==> src/rtl/timer_pkg.sv <==
// Shared types and constants for the interval timer: FSM states, register
// addresses and CONTROL bit positions.
package timer_pkg;

  typedef enum logic [1:0] {
    IDLE  = 2'd0,
    LOAD  = 2'd1,
    COUNT = 2'd2
  } tmr_state_t;

  localparam logic [1:0] ADDR_RELOAD   = 2'd0;
  localparam logic [1:0] ADDR_CONTROL  = 2'd1;
  localparam logic [1:0] ADDR_PRESCALE = 2'd2;

  localparam int CTRL_RUN        = 0;
  localparam int CTRL_ONESHOT    = 1;
  localparam int CTRL_SRC        = 2;
  localparam int CTRL_IRQ_EN     = 3;
  localparam int CTRL_FORCE_LOAD = 4;

endpackage

==> src/rtl/interval_timer_ctrl_if.sv <==
// Host register bus, external event input and timer status outputs.
// The host drives through 'master'; the timer attaches through 'slave'.
interface interval_timer_ctrl_if #(
  parameter int WIDTH = 8
);
  logic             reg_wr;
  logic [1:0]       reg_addr;
  logic [7:0]       reg_din;
  logic             ext_tick;
  logic             irq_ack;
  logic [WIDTH-1:0] count;
  logic             tc_pulse;
  logic             irq;
  logic             running;

  modport master (
    output reg_wr, reg_addr, reg_din, ext_tick, irq_ack,
    input  count, tc_pulse, irq, running
  );

  modport slave (
    input  reg_wr, reg_addr, reg_din, ext_tick, irq_ack,
    output count, tc_pulse, irq, running
  );
endinterface

==> src/rtl/timer_tick_gen.sv <==
// Count-enable tick source: a reloadable prescaler or a synchronised,
// edge-detected external event, selected by src_i.
module timer_tick_gen
  import timer_pkg::*;
#(
  parameter int PRESCALE_W = 4
) (
  input  logic                  clk,
  input  logic                  rst,
  input  logic                  src_i,
  input  logic [PRESCALE_W-1:0] prescale_i,
  input  logic                  clear_i,
  input  logic                  ext_tick_i,
  output logic                  tick_o
);

  logic [PRESCALE_W-1:0] pre_cnt_q, pre_cnt_d;
  logic [PRESCALE_W-1:0] pre_act_q, pre_act_d;
  logic [2:0]            ext_sync_q;
  logic                  pre_tick;
  logic                  ext_edge;

  // The prescale value in use is only refreshed at a wrap, so a host write
  // never truncates or stretches the period already in progress.
  assign pre_tick = (pre_cnt_q == pre_act_q);
  assign ext_edge = ext_sync_q[1] & ~ext_sync_q[2];
  assign tick_o   = src_i ? ext_edge : pre_tick;

  // NOTE: every always_comb output gets a default first so no path can
  // leave it unassigned and infer a latch.
  always_comb begin
    pre_cnt_d = pre_cnt_q + PRESCALE_W'(1);
    pre_act_d = pre_act_q;
    if (clear_i || src_i || pre_tick) begin
      pre_cnt_d = '0;
      pre_act_d = prescale_i;
    end
  end

  // NOTE: sequential state uses non-blocking assignments so every flop
  // samples the pre-edge values regardless of statement order.
  always_ff @(posedge clk or posedge rst) begin
    if (rst) begin
      pre_cnt_q  <= '0;
      pre_act_q  <= '0;
      ext_sync_q <= '0;
    end else begin
      pre_cnt_q  <= pre_cnt_d;
      pre_act_q  <= pre_act_d;
      ext_sync_q <= {ext_sync_q[1:0], ext_tick_i};
    end
  end

endmodule

==> src/rtl/interval_timer_ctrl.sv <==
// Programmable interval timer: host registers, load/count FSM, loadable
// up-counter with reload on terminal count, and a latched interrupt.
module interval_timer_ctrl
  import timer_pkg::*;
#(
  parameter int WIDTH      = 8,
  parameter int PRESCALE_W = 4
) (
  input  logic                 clk,
  input  logic                 rst,
  interval_timer_ctrl_if.slave bus
);

  localparam logic [WIDTH-1:0] COUNT_MAX = '1;

  tmr_state_t            state_q, state_d;
  logic [WIDTH-1:0]      count_q, count_d;
  logic [WIDTH-1:0]      reload_q, reload_d;
  logic [PRESCALE_W-1:0] prescale_q, prescale_d;
  logic                  run_q, run_d;
  logic                  oneshot_q, oneshot_d;
  logic                  src_q, src_d;
  logic                  irq_en_q, irq_en_d;
  logic                  tc_q, tc_d;
  logic                  irq_q, irq_d;
  logic                  running_q, running_d;
  logic                  irq_set;
  logic                  tick;
  logic                  ctrl_wr;
  logic                  force_ld;

  timer_tick_gen #(.PRESCALE_W(PRESCALE_W)) u_tick_gen (
    .clk       (clk),
    .rst       (rst),
    .src_i     (src_q),
    .prescale_i(prescale_q),
    .clear_i   (state_q == LOAD),
    .ext_tick_i(bus.ext_tick),
    .tick_o    (tick)
  );

  assign ctrl_wr  = bus.reg_wr && (bus.reg_addr == ADDR_CONTROL);
  assign force_ld = ctrl_wr && bus.reg_din[CTRL_FORCE_LOAD];

  always_comb begin
    state_d    = state_q;
    count_d    = count_q;
    reload_d   = reload_q;
    prescale_d = prescale_q;
    run_d      = run_q;
    oneshot_d  = oneshot_q;
    src_d      = src_q;
    irq_en_d   = irq_en_q;
    tc_d       = 1'b0;
    irq_set    = 1'b0;

    if (bus.reg_wr) begin
      case (bus.reg_addr)
        ADDR_RELOAD:   reload_d = bus.reg_din[WIDTH-1:0];
        ADDR_CONTROL: begin
          run_d     = bus.reg_din[CTRL_RUN];
          oneshot_d = bus.reg_din[CTRL_ONESHOT];
          src_d     = bus.reg_din[CTRL_SRC];
          irq_en_d  = bus.reg_din[CTRL_IRQ_EN];
        end
        ADDR_PRESCALE: prescale_d = bus.reg_din[PRESCALE_W-1:0];
        default: ;
      endcase
    end

    case (state_q)
      IDLE: begin
        if (ctrl_wr && (bus.reg_din[CTRL_RUN] || force_ld)) state_d = LOAD;
      end
      LOAD: begin
        count_d = reload_q;
        if (force_ld)   state_d = LOAD;
        else if (run_d) state_d = COUNT;
        else            state_d = IDLE;
      end
      COUNT: begin
        // Host stop/reload requests pre-empt any tick arriving in the same cycle.
        if (force_ld) begin
          state_d = LOAD;
        end else if (ctrl_wr && !bus.reg_din[CTRL_RUN]) begin
          state_d = IDLE;
        end else if (tick) begin
          if (count_q != COUNT_MAX) begin
            count_d = count_q + WIDTH'(1);
          end else begin
            count_d = reload_q;
            tc_d    = 1'b1;
            irq_set = irq_en_q;
            if (oneshot_d) begin
              run_d   = 1'b0;
              state_d = IDLE;
            end
          end
        end
      end
      default: state_d = IDLE;
    endcase

    irq_d = irq_q;
    if (bus.irq_ack) irq_d = 1'b0;
    if (irq_set)     irq_d = 1'b1;

    running_d = (state_d != IDLE);
  end

  always_ff @(posedge clk or posedge rst) begin
    if (rst) begin
      state_q    <= IDLE;
      count_q    <= '0;
      reload_q   <= '0;
      prescale_q <= '0;
      run_q      <= 1'b0;
      oneshot_q  <= 1'b0;
      src_q      <= 1'b0;
      irq_en_q   <= 1'b0;
      tc_q       <= 1'b0;
      irq_q      <= 1'b0;
      running_q  <= 1'b0;
    end else begin
      state_q    <= state_d;
      count_q    <= count_d;
      reload_q   <= reload_d;
      prescale_q <= prescale_d;
      run_q      <= run_d;
      oneshot_q  <= oneshot_d;
      src_q      <= src_d;
      irq_en_q   <= irq_en_d;
      tc_q       <= tc_d;
      irq_q      <= irq_d;
      running_q  <= running_d;
    end
  end

  assign bus.count    = count_q;
  assign bus.tc_pulse = tc_q;
  assign bus.irq      = irq_q;
  assign bus.running  = running_q;

endmodule

==> src/flat_wrapper.sv <==
// flat-port wrapper written by rule: the top's interface ports become plain ports
module interval_timer_ctrl_flat import timer_pkg::*;
#(
  parameter int WIDTH      = 8,
  parameter int PRESCALE_W = 4
)
  (clk, rst, bus_reg_wr, bus_reg_addr, bus_reg_din, bus_ext_tick, bus_irq_ack, bus_count, bus_tc_pulse, bus_irq, bus_running);
  interval_timer_ctrl_if #(.WIDTH(WIDTH)) bus_i ();
  input  logic clk;
  input  logic rst;
  input wire logic [$bits(bus_i.reg_wr)-1:0] bus_reg_wr;
  input wire logic [$bits(bus_i.reg_addr)-1:0] bus_reg_addr;
  input wire logic [$bits(bus_i.reg_din)-1:0] bus_reg_din;
  input wire logic [$bits(bus_i.ext_tick)-1:0] bus_ext_tick;
  input wire logic [$bits(bus_i.irq_ack)-1:0] bus_irq_ack;
  output wire logic [$bits(bus_i.count)-1:0] bus_count;
  output wire logic [$bits(bus_i.tc_pulse)-1:0] bus_tc_pulse;
  output wire logic [$bits(bus_i.irq)-1:0] bus_irq;
  output wire logic [$bits(bus_i.running)-1:0] bus_running;
  assign bus_i.reg_wr = bus_reg_wr;
  assign bus_i.reg_addr = bus_reg_addr;
  assign bus_i.reg_din = bus_reg_din;
  assign bus_i.ext_tick = bus_ext_tick;
  assign bus_i.irq_ack = bus_irq_ack;
  assign bus_count = bus_i.count;
  assign bus_tc_pulse = bus_i.tc_pulse;
  assign bus_irq = bus_i.irq;
  assign bus_running = bus_i.running;
  interval_timer_ctrl #(.WIDTH(WIDTH), .PRESCALE_W(PRESCALE_W)) u_core (.clk(clk), .rst(rst), .bus(bus_i));
endmodule
==> config.mk <==
export PLATFORM = sky130hd
export DESIGN_NAME = interval_timer_ctrl_flat
export DESIGN_NICKNAME = d
export VERILOG_FILES = /design/src/rtl/timer_pkg.sv /design/src/rtl/interval_timer_ctrl_if.sv /design/src/rtl/timer_tick_gen.sv /design/src/rtl/interval_timer_ctrl.sv /design/src/flat_wrapper.sv
export SDC_FILE = /design/constraint.sdc
export NUM_CORES = 1
export LEC_CHECK = 0
export CELL_PAD_IN_SITES_DETAIL_PLACEMENT = 1
export CELL_PAD_IN_SITES_GLOBAL_PLACEMENT = 2
export CORE_UTILIZATION = 39
export DETAILED_ROUTE_END_ITERATION = 12
export PLACE_DENSITY = 0.82
export REMOVE_ABC_BUFFERS = 1
export SYNTH_ARGS = -nofsm -noshare
export SYNTH_HDL_FRONTEND = slang
export SYNTH_SLANG_ARGS = --single-unit
==> constraint.sdc <==
create_clock -name clk -period 4.07 [get_ports clk]
set_clock_uncertainty 0.05 [all_clocks]
set_input_delay 1.0175 -clock clk [delete_from_list [all_inputs] [get_ports clk]]
set_output_delay 1.0175 -clock clk [all_outputs]
set_load 0.01 [all_outputs]
After elaboration in Yosys (flattened, before gate mapping)
Index checks and enable logic that the tools add are counted.
{"block": "classes", "n_addsub": 2, "mul": 0, "div": 0, "order_cmp": 0, "n_eq_ne": 9, "shift": 0, "mux": 38, "bitwise": 2, "n_reduce_logical": 17}
{"cell": "$mux W8", "count": 4}
{"cell": "$mux W1", "count": 23}
{"cell": "$mux W2", "count": 8}
{"cell": "$pmux W8 S2", "count": 1}
{"cell": "$add A8 B1 Y8 const B", "count": 1}
{"cell": "$ne A8 B8 Y1 const B", "count": 1}
{"cell": "$pmux W2 S3", "count": 1}
{"cell": "$reduce_and A2 Y1", "count": 3}
{"cell": "$reduce_bool A2 Y1", "count": 3}
{"cell": "$add A4 B1 Y4 const B", "count": 1}
{"cell": "$eq A2 B1 Y1 const B", "count": 2}
{"cell": "$eq A2 B2 Y1 const B", "count": 2}
{"cell": "$eq A4 B4 Y1", "count": 1}
{"cell": "$logic_and A1 B1 Y1", "count": 4}
{"cell": "$logic_not A2 Y1", "count": 2}
{"cell": "$mux W4", "count": 1}
{"cell": "$ne A2 B2 Y1 const B", "count": 2}
{"cell": "$reduce_and A4 Y1", "count": 1}
{"cell": "$logic_or A1 B1 Y1", "count": 3}
{"cell": "$ne A2 B1 Y1 const B", "count": 1}
{"cell": "$and A1 B1 Y1", "count": 1}
{"cell": "$logic_not A1 Y1", "count": 1}
{"cell": "$not A1 Y1", "count": 1}
{"block": "totals", "register_bits": 40, "latchBits": 0, "mem_bits_rw": 0, "rom_bits": 0, "in_bits": 15, "output_inout_bits": 11, "mem_count": 0}

Logic depth before layout (Yosys ltp)
Gate-level depths: netlist (run 1).
{"block": "depth", "ltp_word": 10, "depth_mapped": 6, "mapped_depth_nobuf": 5}

Hierarchy
Synthesis (run 1) repeated with hierarchy kept, for this count alone.
{"block": "unflattened", "cells_unflattened": 171, "area_unflattened_um2": 1926.8}
{"mod": "interval_timer_ctrl", "instances": 1, "cells_per_inst": 136, "area_per_inst_um2": 1460.2}
{"mod": "timer_tick_gen", "instances": 1, "cells_per_inst": 35, "area_per_inst_um2": 466.7}

Least setup slack after synthesis (run 1)
OpenSTA, ideal clock, no wires.
{"block": "synth_path", "path_kind": "input to register", "start": "input bus_reg_din[0]", "end": "register u_core.count_q[1], in the netlist u_core.bus.count[1]", "arrival_ns": 2.196, "slack_ns": 1.699, "stages": 5, "path_buffers": 1, "path_cell_list": "or2b_4 -> a211oi_4 -> a311o_1 -> buf_6 -> mux2_4"}
{"block": "synth_via", "elab_chain_len": 4}
{"element": "from (decl)", "line_no": "flat_wrapper.sv:13", "text": "input wire logic [$bits(bus_i.reg_din)-1:0] bus_reg_din;"}
{"element": "$logic_not A1 Y1", "line_no": "interval_timer_ctrl.sv:85", "text": "end else if (ctrl_wr && !bus.reg_din[CTRL_RUN]) begin"}
{"element": "$logic_and A1 B1 Y1", "line_no": "interval_timer_ctrl.sv:85"}
{"element": "$ne A2 B2 Y1 (no line)"}
{"element": "$reduce_and A4 Y1 (no line)"}
{"element": "to (signal assigned)", "line_no": "interval_timer_ctrl.sv:126", "text": "count_q <= count_d;"}
{"element": "to (decl)", "line_no": "interval_timer_ctrl.sv:17", "text": "logic [WIDTH-1:0] count_q, count_d;"}
No other way between the ends.
A chain may end at the register's enable or synchronous reset.

Final worst setup path (run 1)
Same ends and word-level chain as after synthesis.

==> results of run 1 <==
## kinds of logic (layout without fill, tap and decap cells)
group	Yosys count	in the layout	synth area share (%)
and+or+nand+nor	56	56	16.25
xor gates and xnor gates	6	6	2.645
buffers and inverters	12	40	3.274
AOI/OAI and AO/OA	31	31	13.29
DFF	40	40	50.38
adders and majority gates	2	2	1.259
muxes	23	23	12.91
## power by group
| group | switching [uW] | total [uW] | internal [uW] |
|---|---|---|---|
| clock network | 142 | 324 | 181 |
| logic | 213 | 459 | 246 |
| registers | 141 | 646 | 505 |
## worst max path at each step
| stage | from | end | cells after the start |
|---|---|---|---|
| 2_1_floorplan | bus_reg_addr[1] | u_core.bus.count[6] | 4 |
| 3_3_place_gp | bus_reg_din[0] | u_core.bus.count[1] | 5 |
| 3_5_place_dp | bus_reg_din[0] | u_core.bus.count[1] | 5 |
| 4_1_cts | bus_reg_din[0] | u_core.bus.count[1] | 5 |
| 5_1_grt | bus_reg_din[0] | u_core.bus.count[1] | 5 |
| 6_report | bus_reg_din[0] | u_core.bus.count[1] | 5 |
## worst max-delay path: stages
cell and delay [ns]:
clkdlybuf4s50_1 0.60, or2b_4 0.34, a211oi_4 0.36, a311o_1 0.46, mux2_4 0.34
## per-stage QoR
stage | cell area (um2) | total power [uW] | utilization [%]
after floorplan | 1944 | 896.9 | -
after global placement | 2286 | 1076 | 47.45
after detailed placement | 2286 | 1114 | 47.45
after CTS | 2397 | 1440 | 49.77
after global routing | 2397 | 1509 | 49.77
final | 2397 | 1429 | 49.77
## metal layers
metal,up-vias,wire length [um]
met5,-,0
met4,0,71
met3,6,123
met2,23,2431
met1,774,2268
li1,678,-
## sequential cells by signal (all words and copies together) (netlist names), 2 cells and up
register,flops
u_core.bus.count,8
u_core.prescale_q,4
u_core.reload_q,8
u_core.state_q,2
u_core.u_tick_gen.ext_sync_q,3
u_core.u_tick_gen.pre_act_q,4
u_core.u_tick_gen.pre_cnt_q,4
## cell usage after synthesis, types with 2 or more instances
master,n,share of area (%)
o21ai_0,5,1.3
nor3b_1,3,1.1
nand4b_1,2,0.88
xor2_1,5,2.2
mux2i_1,5,2.5
nor2b_1,3,0.94
nand3_1,7,1.8
and4_1,2,0.88
o21a_1,2,0.76
a221oi_2,2,1.5
ha_1,2,1.3
nand2_1,14,2.6
nand3b_1,3,1.1
a221oi_1,2,0.88
nor2_1,6,1.1
buf_6,2,1.1
a21oi_1,5,1.3
mux2_2,17,9.6
nor3_1,6,1.5
inv_1,6,1.1
and3_1,2,0.63
dfrtp_1,40,50
## cells in the final DEF, fill, tap and decap left out, types with 3 or more instances in the layout
cell and count:
inv_1 6, mux2i_1 5, nor3b_1 3, mux2_2 17
nand2_1 14, clkdlybuf4s50_1 25, nand3b_1 3, xor2_1 5
dfrtp_1 40, nor2_1 6, nor2b_1 3, a21oi_1 5
nor3_1 6, clkbuf_8 5, o21ai_0 5, nand3_1 7
## layout make-up
| cell class | instances | area (um2) | share of cell area, % |
|---|---|---|---|
| Clock buffer | 5 | 68.82 | 2.871 |
| Clock inverter | 3 | 42.54 | 1.775 |
| Inverter | 6 | 22.52 | 0.9395 |
| Multi-Input combinational cell | 118 | 920.9 | 38.41 |
| Sequential cell | 40 | 1001 | 41.75 |
| Tap cell | 67 | 83.83 | 3.497 |
| Timing Repair Buffer | 26 | 257.7 | 10.75 |
==> impl_metrics.tcl, run 1 <==
set metrics [dict create \
    floorplan.initialDensity_pct 41.25 \
    min_to "u_core.u_tick_gen.ext_sync_q[1]" \
    synth_cell_types 51 \
    worstPathArrival_ns 3.11 \
    antenna_found_initial 0 \
    grtUsageMet2_pct 36.11 \
    critPathCaptureType "flip-flop" \
    fin_crit_ns 2.982 \
    grt_max_degree 41 \
    post_cts_buffers 0 \
    grt_pass1_vias 1644 \
    tightest_slew_ns 0.7983 \
    nFillCells 543 \
    first_pass_iters 4 \
    seq_area_frac_synth_pct 50.38 \
    ys_ff_latch 40 \
    grt_util_all_layers_pct 21.05 \
    ys_warn_count 0 \
    pre_cts_ws_ns 0.8045 \
    grt_pass1_wl_mm 8.342 \
    core_um2 4817 \
    routedWlPerCell_um 18.47 \
    synth_area_per_cell_um2 11.69 \
    insertion_delay_ns 0.29 \
    place_congestion 0.8452 \
    io_buffer_count 25 \
    use_met1_pct 26.13 \
    routed_wl_mm 4.894 \
    r2r-start "u_core.state_q[0]" \
    critPathKind "in -> reg" \
    dr.first_iter.drc_count 57 \
    area_growth_pct 20.65 \
    hp-class "reg -> reg" \
    rsz0062_at_grt "false" \
    cap_violations 0 \
    cp-start-kind "input port" \
    synth-edff-count 0 \
    setup_violations 0 \
    cts_max_level 2 \
    worstPathMaxFanout 8 \
    ant_nets 0 \
    busiest_layer "met2" \
    synthCells 170 \
    cts_buffers 5 \
    cts_tree "done" \
    min_from "u_core.u_tick_gen.ext_sync_q[0]" \
    final.setup.tns_ns 0 \
    post_cts_resized 0 \
    grt_overflow_total 0 \
    cts-root-buf "clkbuf_8" \
    period_share_pct 73.26 \
    drive_gt1_share_pct 18.18 \
    ys.flop_type "dfrtp_1" \
    post_cts_hold_buffer_count 0 \
    grtUsageMet3_pct 4.390 \
    placedCellCount 257 \
    max_freq_mhz 335.4 \
    route.detailed.drc 0 \
    dieWidth_um 73.38 \
    required_ns 4.20 \
    ff2ff_setup_slack_ns 1.89 \
    status "completed" \
    fin_ws_ns 1.088 \
    dieHeight_um 73.38 \
    rows 25 \
    finalHoldViolCount 0 \
    r2r-end "u_core.bus.count[1]" \
    slew_violations 0 \
    async_flop_share_pct 100.0 \
    reg2reg_depth 4 \
    syn_area_um2 1987 \
    via_count 1481 \
    p_per_area_nw_per_um2 595.9 \
    power.leakage_uw 0.001003 \
    final_nets 214 \
    via_per_inst 5.589 \
    diodes 0 \
    clock-sinks 40 \
    ir_worst_vdd_mv 0.2968 \
    clock_path_buffers 2 \
    die-area_um2 5384 \
    hold_depth 0 \
    pin_count 26 \
    holdWs_ns 0.3257 \
    max-slew-margin-rel_pct 46.55 \
    layout.cells.non_filler 265 \
    clk_pin_slew_worst_paths_ns 0.08 \
    dpl.hpwl_mm 3.637 \
]
No activity file was read; power rests on OpenSTA's default activity.
==> run 2: changes to the inputs <==
--- a/config.mk
+++ b/config.mk
@@ -7,9 +7,9 @@
 export LEC_CHECK = 0
 export CELL_PAD_IN_SITES_DETAIL_PLACEMENT = 1
 export CELL_PAD_IN_SITES_GLOBAL_PLACEMENT = 2
-export CORE_UTILIZATION = 39
+export CORE_UTILIZATION = 36
 export DETAILED_ROUTE_END_ITERATION = 12
-export PLACE_DENSITY = 0.82
+export PLACE_DENSITY = 0.76
 export REMOVE_ABC_BUFFERS = 1
 export SYNTH_ARGS = -nofsm -noshare
 export SYNTH_HDL_FRONTEND = slang
==> constraint.sdc (replaced) <==
create_clock -name clk -period 2.81 [get_ports clk]
set_clock_uncertainty 0.05 [all_clocks]
set_input_delay 0.7025 -clock clk [delete_from_list [all_inputs] [get_ports clk]]
set_output_delay 0.7025 -clock clk [all_outputs]
set_load 0.01 [all_outputs]
==> run 2 against run 1 <==
Against the previous run:
- global-route usage down 2.7 points
- flip-flop and latch count is the same
- wire length decreased by 4.5%
- sequential power increased by 42%
- sequential share of layout area is 1.2 points lower
- non-clock buffer count up 11
- cell count up 5.3%
- largest power group unchanged
- worst hold slack worse by 0.019 ns
- clock-buffer cell count up 1
- die area rose by 8.1%
==> impl_metrics.tcl, run 2 (synthesis gave the netlist of run 1 again) <==
set metrics [dict create \
    route.detailed.drc 0 \
    finalHoldViolCount 0 \
    slew_violations 0 \
    crit_slowest_cell "a311o_1" \
    power_switching_uw 698.1 \
    period_share_pct 87.45 \
    layout_common_cells "40 x dfrtp_1, 25 x clkdlybuf4s50_1, 17 x mux2_2, 14 x nand2_1, 12 x buf_4" \
    worstPathArrival_ns 2.59 \
    ant_nets 0 \
    place_congestion 0.7498 \
    die-area_um2 5820 \
    core_um2 5205 \
    first_pass_iters 4 \
    tightest_slew_ns 0.6854 \
    dieHeight_um 76.29 \
    critPathCaptureType "flip-flop" \
    final.setup.tns_ns 0 \
    routed_wl_mm 4.675 \
    insertion_delay_ns 0.30 \
    reg2reg_depth 4 \
    post_cts_resized 0 \
    antenna_found_initial 0 \
    max-slew-margin-rel_pct 54.21 \
    dpl.hpwl_mm 3.523 \
    cap_violations 0 \
    cts_max_level 2 \
    layout_commonest_cell "dfrtp_1" \
    grt_util_all_layers_pct 18.32 \
    grt_overflow_total 0 \
    cts-root-buf "clkbuf_8" \
    critPathMaxStageDelay_ns 0.55 \
    cp_cell_sequence "clkdlybuf4s50_1 -> and3b_1 -> a21oi_4 -> a311o_1 -> a221o_1" \
    final_util_pct 47.45 \
    cts_buffers 5 \
    grt_pass1_vias 1641 \
    floorplan.initialDensity_pct 38.17 \
    drive_gt1_share_pct 22.49 \
    intPower_uw 1306 \
    grt_max_degree 41 \
    nFillCells 572 \
    clock-sinks 40 \
    cts_tree "done" \
    post_cts_hold_buffer_count 0 \
    final_nets 225 \
    via_per_inst 5.262 \
    clock_path_buffers 2 \
    io_buffer_count 25 \
    setup_violations 0 \
    required_ns 2.94 \
    ff2ff_setup_slack_ns 0.78 \
    power.leakage_uw 0.001048 \
    grt_pass1_wl_mm 8.211 \
    p_clk_share_pct 20.4 \
    cp-start-kind "input port" \
    rows 26 \
    via_count 1468 \
    rsz0062_at_grt "false" \
    max_freq_mhz 407.0 \
    seqPwrFrac_pct 45.7 \
    critPathKind "in -> reg" \
    hold_depth 0 \
    status "completed" \
    post_cts_buffers 0 \
    area_growth_pct 24.31 \
    dieWidth_um 76.29 \
    pin_count 26 \
    hp-class "reg -> reg" \
    ir_worst_vdd_mv 0.4006 \
    swShare_pct 34.83 \
    power_frac_comb_pct 33.8 \
    clk_pin_slew_worst_paths_ns 0.08 \
    diodes 0 \
    fin_crit_ns 2.457 \
    routedWlPerCell_um 16.76 \
    worstPathMaxFanout 8 \
    p_per_area_nw_per_um2 811.4 \
    dr.first_iter.drc_count 55 \
]
run 2: changes by cell type in the layout (fill, tap and decap cells not counted), sizes merged:
| cell | before | now |
|---|---|---|
| bufinv | 1 | 0 |
| buf | 1 | 12 |
| clkinvlp | 1 | 2 |
| clkinv | 1 | 0 |
| clkbuf | 5 | 6 |
run 2: power by group through the flow:
stage,Clock (uW),Combinational (uW),Sequential (uW)
6_report,410,678,917
5_1_grt,451,744,951
4_1_cts,426,687,920
3_5_place_dp,0,686,932
3_3_place_gp,0,651,919
2_1_floorplan,0,396,903
run 2: path summary, 6_finish.rpt:
path	start	to
min	u_core.u_tick_gen.ext_sync_q[0]	u_core.u_tick_gen.ext_sync_q[1]
min reg2reg	u_core.u_tick_gen.ext_sync_q[0]	u_core.u_tick_gen.ext_sync_q[1]
max reg2reg	u_core.state_q[0]	u_core.bus.count[1]
max	bus_reg_addr[1]	u_core.bus.count[6]
max in group asynchronous	rst	u_core.reload_q[5]
min in group asynchronous	rst	u_core.bus.count[1]
run 2: through the flow:
step	hold slack, ns	worst slack, ns	area (um2)	power [uW]	cells
global placement	0.2853	0.1170	2372	1571	271
global route	0.3193	0.2781	2470	2146	279
CTS	0.3135	0.3647	2470	2033	279
floorplan	0.2812	0.6248	1944	1299	164
detailed placement	0.2951	0.04529	2372	1618	271
finish	0.3070	0.3528	2470	2004	279
run 2: cell type report:
type	count	area, um2	share of cell area, %
Clock buffer	6	82.58	3.343
Clock inverter	2	15.01	0.6079
Timing Repair Buffer	37	340.3	13.78
Tap cell	70	87.58	3.546
Sequential cell	40	1001	40.53
Multi-Input combinational cell	118	920.9	37.28
Inverter	6	22.52	0.9119
run 2: worst max-delay path, delay by kind of cell:
family | cells | cell delay, ns
buf+inv | 1 | 0.47
compound gates | 3 | 1.02
simple gates | 1 | 0.40
run 2: routing by layer:
metal  wire length, um  GRT usage, %  vias to the layer above
met5                 0             0                        -
met4                72         7.308                        0
met1              2180         23.46                      738
met3               120         4.072                        7
met2              2303         30.00                       21
li1                  -             -                      702
==> run 3: changes to the inputs <==
--- a/config.mk
+++ b/config.mk
@@ -11,6 +11,7 @@
 export DETAILED_ROUTE_END_ITERATION = 12
 export PLACE_DENSITY = 0.76
 export REMOVE_ABC_BUFFERS = 1
+export SLEW_MARGIN = 25
 export SYNTH_ARGS = -nofsm -noshare
 export SYNTH_HDL_FRONTEND = slang
 export SYNTH_SLANG_ARGS = --single-unit
==> constraint.sdc (replaced) <==
create_clock -name clk -period 2.81 [get_ports clk]
set_clock_uncertainty 0.05 [all_clocks]
set_input_delay 0.843 -clock clk [delete_from_list [all_inputs] [get_ports clk]]
set_output_delay 0.843 -clock clk [all_outputs]
set_load 0.01 [all_outputs]
==> run 3 against run 2 <==
Against the previous run:
- flip-flop and latch count did not move
- worst hold slack improved by 0.015 ns
- clock-buffer cell count did not move
- first-iteration DRC count rose by 31%
- power rose by 0.25%
- clock power barely moved
- utilization rose by 0.29 points
- design area rose by 0.61%
- largest cell class unchanged
- largest power group unchanged
- highest routed layer unchanged
==> impl_metrics.tcl, run 3 (synthesis gave the netlist of run 1 again) <==
set metrics [dict create \
    max_freq_mhz 403.7 \
    drive_gt1_share_pct 23.22 \
    final.setup.tns_ns 0 \
    via_per_inst 5.317 \
    cts-root-buf "clkbuf_8" \
    post_cts_hold_buffer_count 0 \
    worstPathMaxFanout 7 \
    cap_violations 0 \
    rows 26 \
    use_met1_pct 23.96 \
    first_pass_iters 4 \
    power.leakage_uw 0.001058 \
    cts_tree "done" \
    ant_nets 0 \
    critPathKind "in -> reg" \
    grt_pass1_vias 1647 \
    clk_pin_slew_worst_paths_ns 0.08 \
    route.detailed.drc 0 \
    post_cts_buffers 0 \
    rsz0062_at_grt "false" \
    floorplan.initialDensity_pct 38.17 \
    worstPathArrival_ns 2.63 \
    status "completed" \
    clock_path_buffers 2 \
    routedWlPerCell_um 17.17 \
    hold_depth 0 \
    critPathMaxStageDelay_ns 0.50 \
    grt_util_all_layers_pct 18.46 \
    setup_violations 0 \
    final_nets 227 \
    routed_wl_mm 4.826 \
    diodes 0 \
    nFillCells 594 \
    reg2reg_depth 4 \
    period_share_pct 88.16 \
    ir_worst_vdd_mv 0.3798 \
    grtUsageMet2_pct 30.99 \
    required_ns 2.97 \
    busiest_layer "met2" \
    dieHeight_um 76.29 \
    dpl.hpwl_mm 3.630 \
    fin_crit_ns 2.477 \
    core_um2 5205 \
    max-slew-margin-rel_pct 58.72 \
    grt_overflow_total 0 \
    post_cts_resized 0 \
    multi_input_area_um2 920.9 \
    antenna_found_initial 0 \
    hp-class "reg -> reg" \
    cp_cell_sequence "clkdlybuf4s50_1 -> and3b_1 -> a21oi_4 -> a311o_1 -> buf_4 -> a221oi_2" \
    critPathCaptureType "flip-flop" \
    cp-start-kind "input port" \
    layout_common_cells "40 x dfrtp_1, 25 x clkdlybuf4s50_1, 17 x mux2_2, 14 x nand2_1, 14 x buf_4" \
    crit_slowest_cell "a311o_1" \
    grt_max_degree 41 \
    final_util_pct 47.74 \
    layout_commonest_cell "dfrtp_1" \
    grtUsageMet3_pct 3.832 \
    place_congestion 0.7546 \
    seqCellArea_um2 1001 \
    pin_count 26 \
    insertion_delay_ns 0.29 \
    grt_pass1_wl_mm 8.328 \
    clock-sinks 40 \
    dieWidth_um 76.29 \
    p_per_area_nw_per_um2 808.5 \
    cts_max_level 2 \
    tightest_slew_ns 0.6180 \
    dr.first_iter.drc_count 72 \
    slew_violations 0 \
    area_growth_pct 25.06 \
    die-area_um2 5820 \
    cts_buffers 5 \
    finalHoldViolCount 0 \
    via_count 1494 \
    io_buffer_count 25 \
]
## run 3: final cells by class
cell class / count / share of cell area [%]
Sequential cell: 40 / 40.28
Multi-Input combinational cell: 118 / 37.06
Timing Repair Buffer: 39 / 14.30
Tap cell: 70 / 3.525
Clock buffer: 6 / 3.323
Inverter: 6 / 0.9063
Clock inverter: 2 / 0.6042
## run 3: where the power goes
part,leakage (uW),total (uW),internal [uW],switching (uW)
Combinational,0.000525,673,371,302
Clock,0.0000434,408,199,210
Sequential,0.000489,928,731,197
Total,0.00106,2010,1300,709
## run 3: critical path, delay by kind of cell
family | cells | cell delay (ns)
AOI/OAI and AO/OA | 3 | 0.80
buffers and inverters | 2 | 0.68
and+or+nand+nor | 1 | 0.31
## run 3: through the flow
| step | power (uW) | hold slack [ns] | setup WS (ns) | instance area [um2] | instances |
|---|---|---|---|---|---|
| floorplan | 1299 | 0.2812 | 0.4843 | 1944 | 164 |
| global placement | 1575 | 0.2858 | 0.05570 | 2387 | 273 |
| detailed placement | 1615 | 0.3147 | 0.01563 | 2387 | 273 |
| CTS | 2030 | 0.3334 | 0.3280 | 2485 | 281 |
| global route | 2140 | 0.3348 | 0.2136 | 2485 | 281 |
| finish | 2009 | 0.3222 | 0.3326 | 2485 | 281 |
## run 3: routing by layer
metal | wire [um] | vias up
met1 | 2237 | 748
met4 | 60 | 0
met2 | 2377 | 30
met3 | 150 | 6
li1 | - | 710
met5 | 0 | -
## run 3: path summary, 6_finish.rpt
check	endpoint	from	slack (ns)
min in group asynchronous	u_core.bus.count[4]	rst	0.92
setup / recovery	u_core.bus.count[2]	bus_reg_wr	0.33
hold reg to reg	u_core.u_tick_gen.ext_sync_q[1]	u_core.u_tick_gen.ext_sync_q[0]	0.32
max in group asynchronous	u_core.run_q	rst	1.43
hold / removal	u_core.u_tick_gen.ext_sync_q[1]	u_core.u_tick_gen.ext_sync_q[0]	0.32
setup reg to reg	u_core.bus.count[1]	u_core.u_tick_gen.pre_cnt_q[2]	0.71
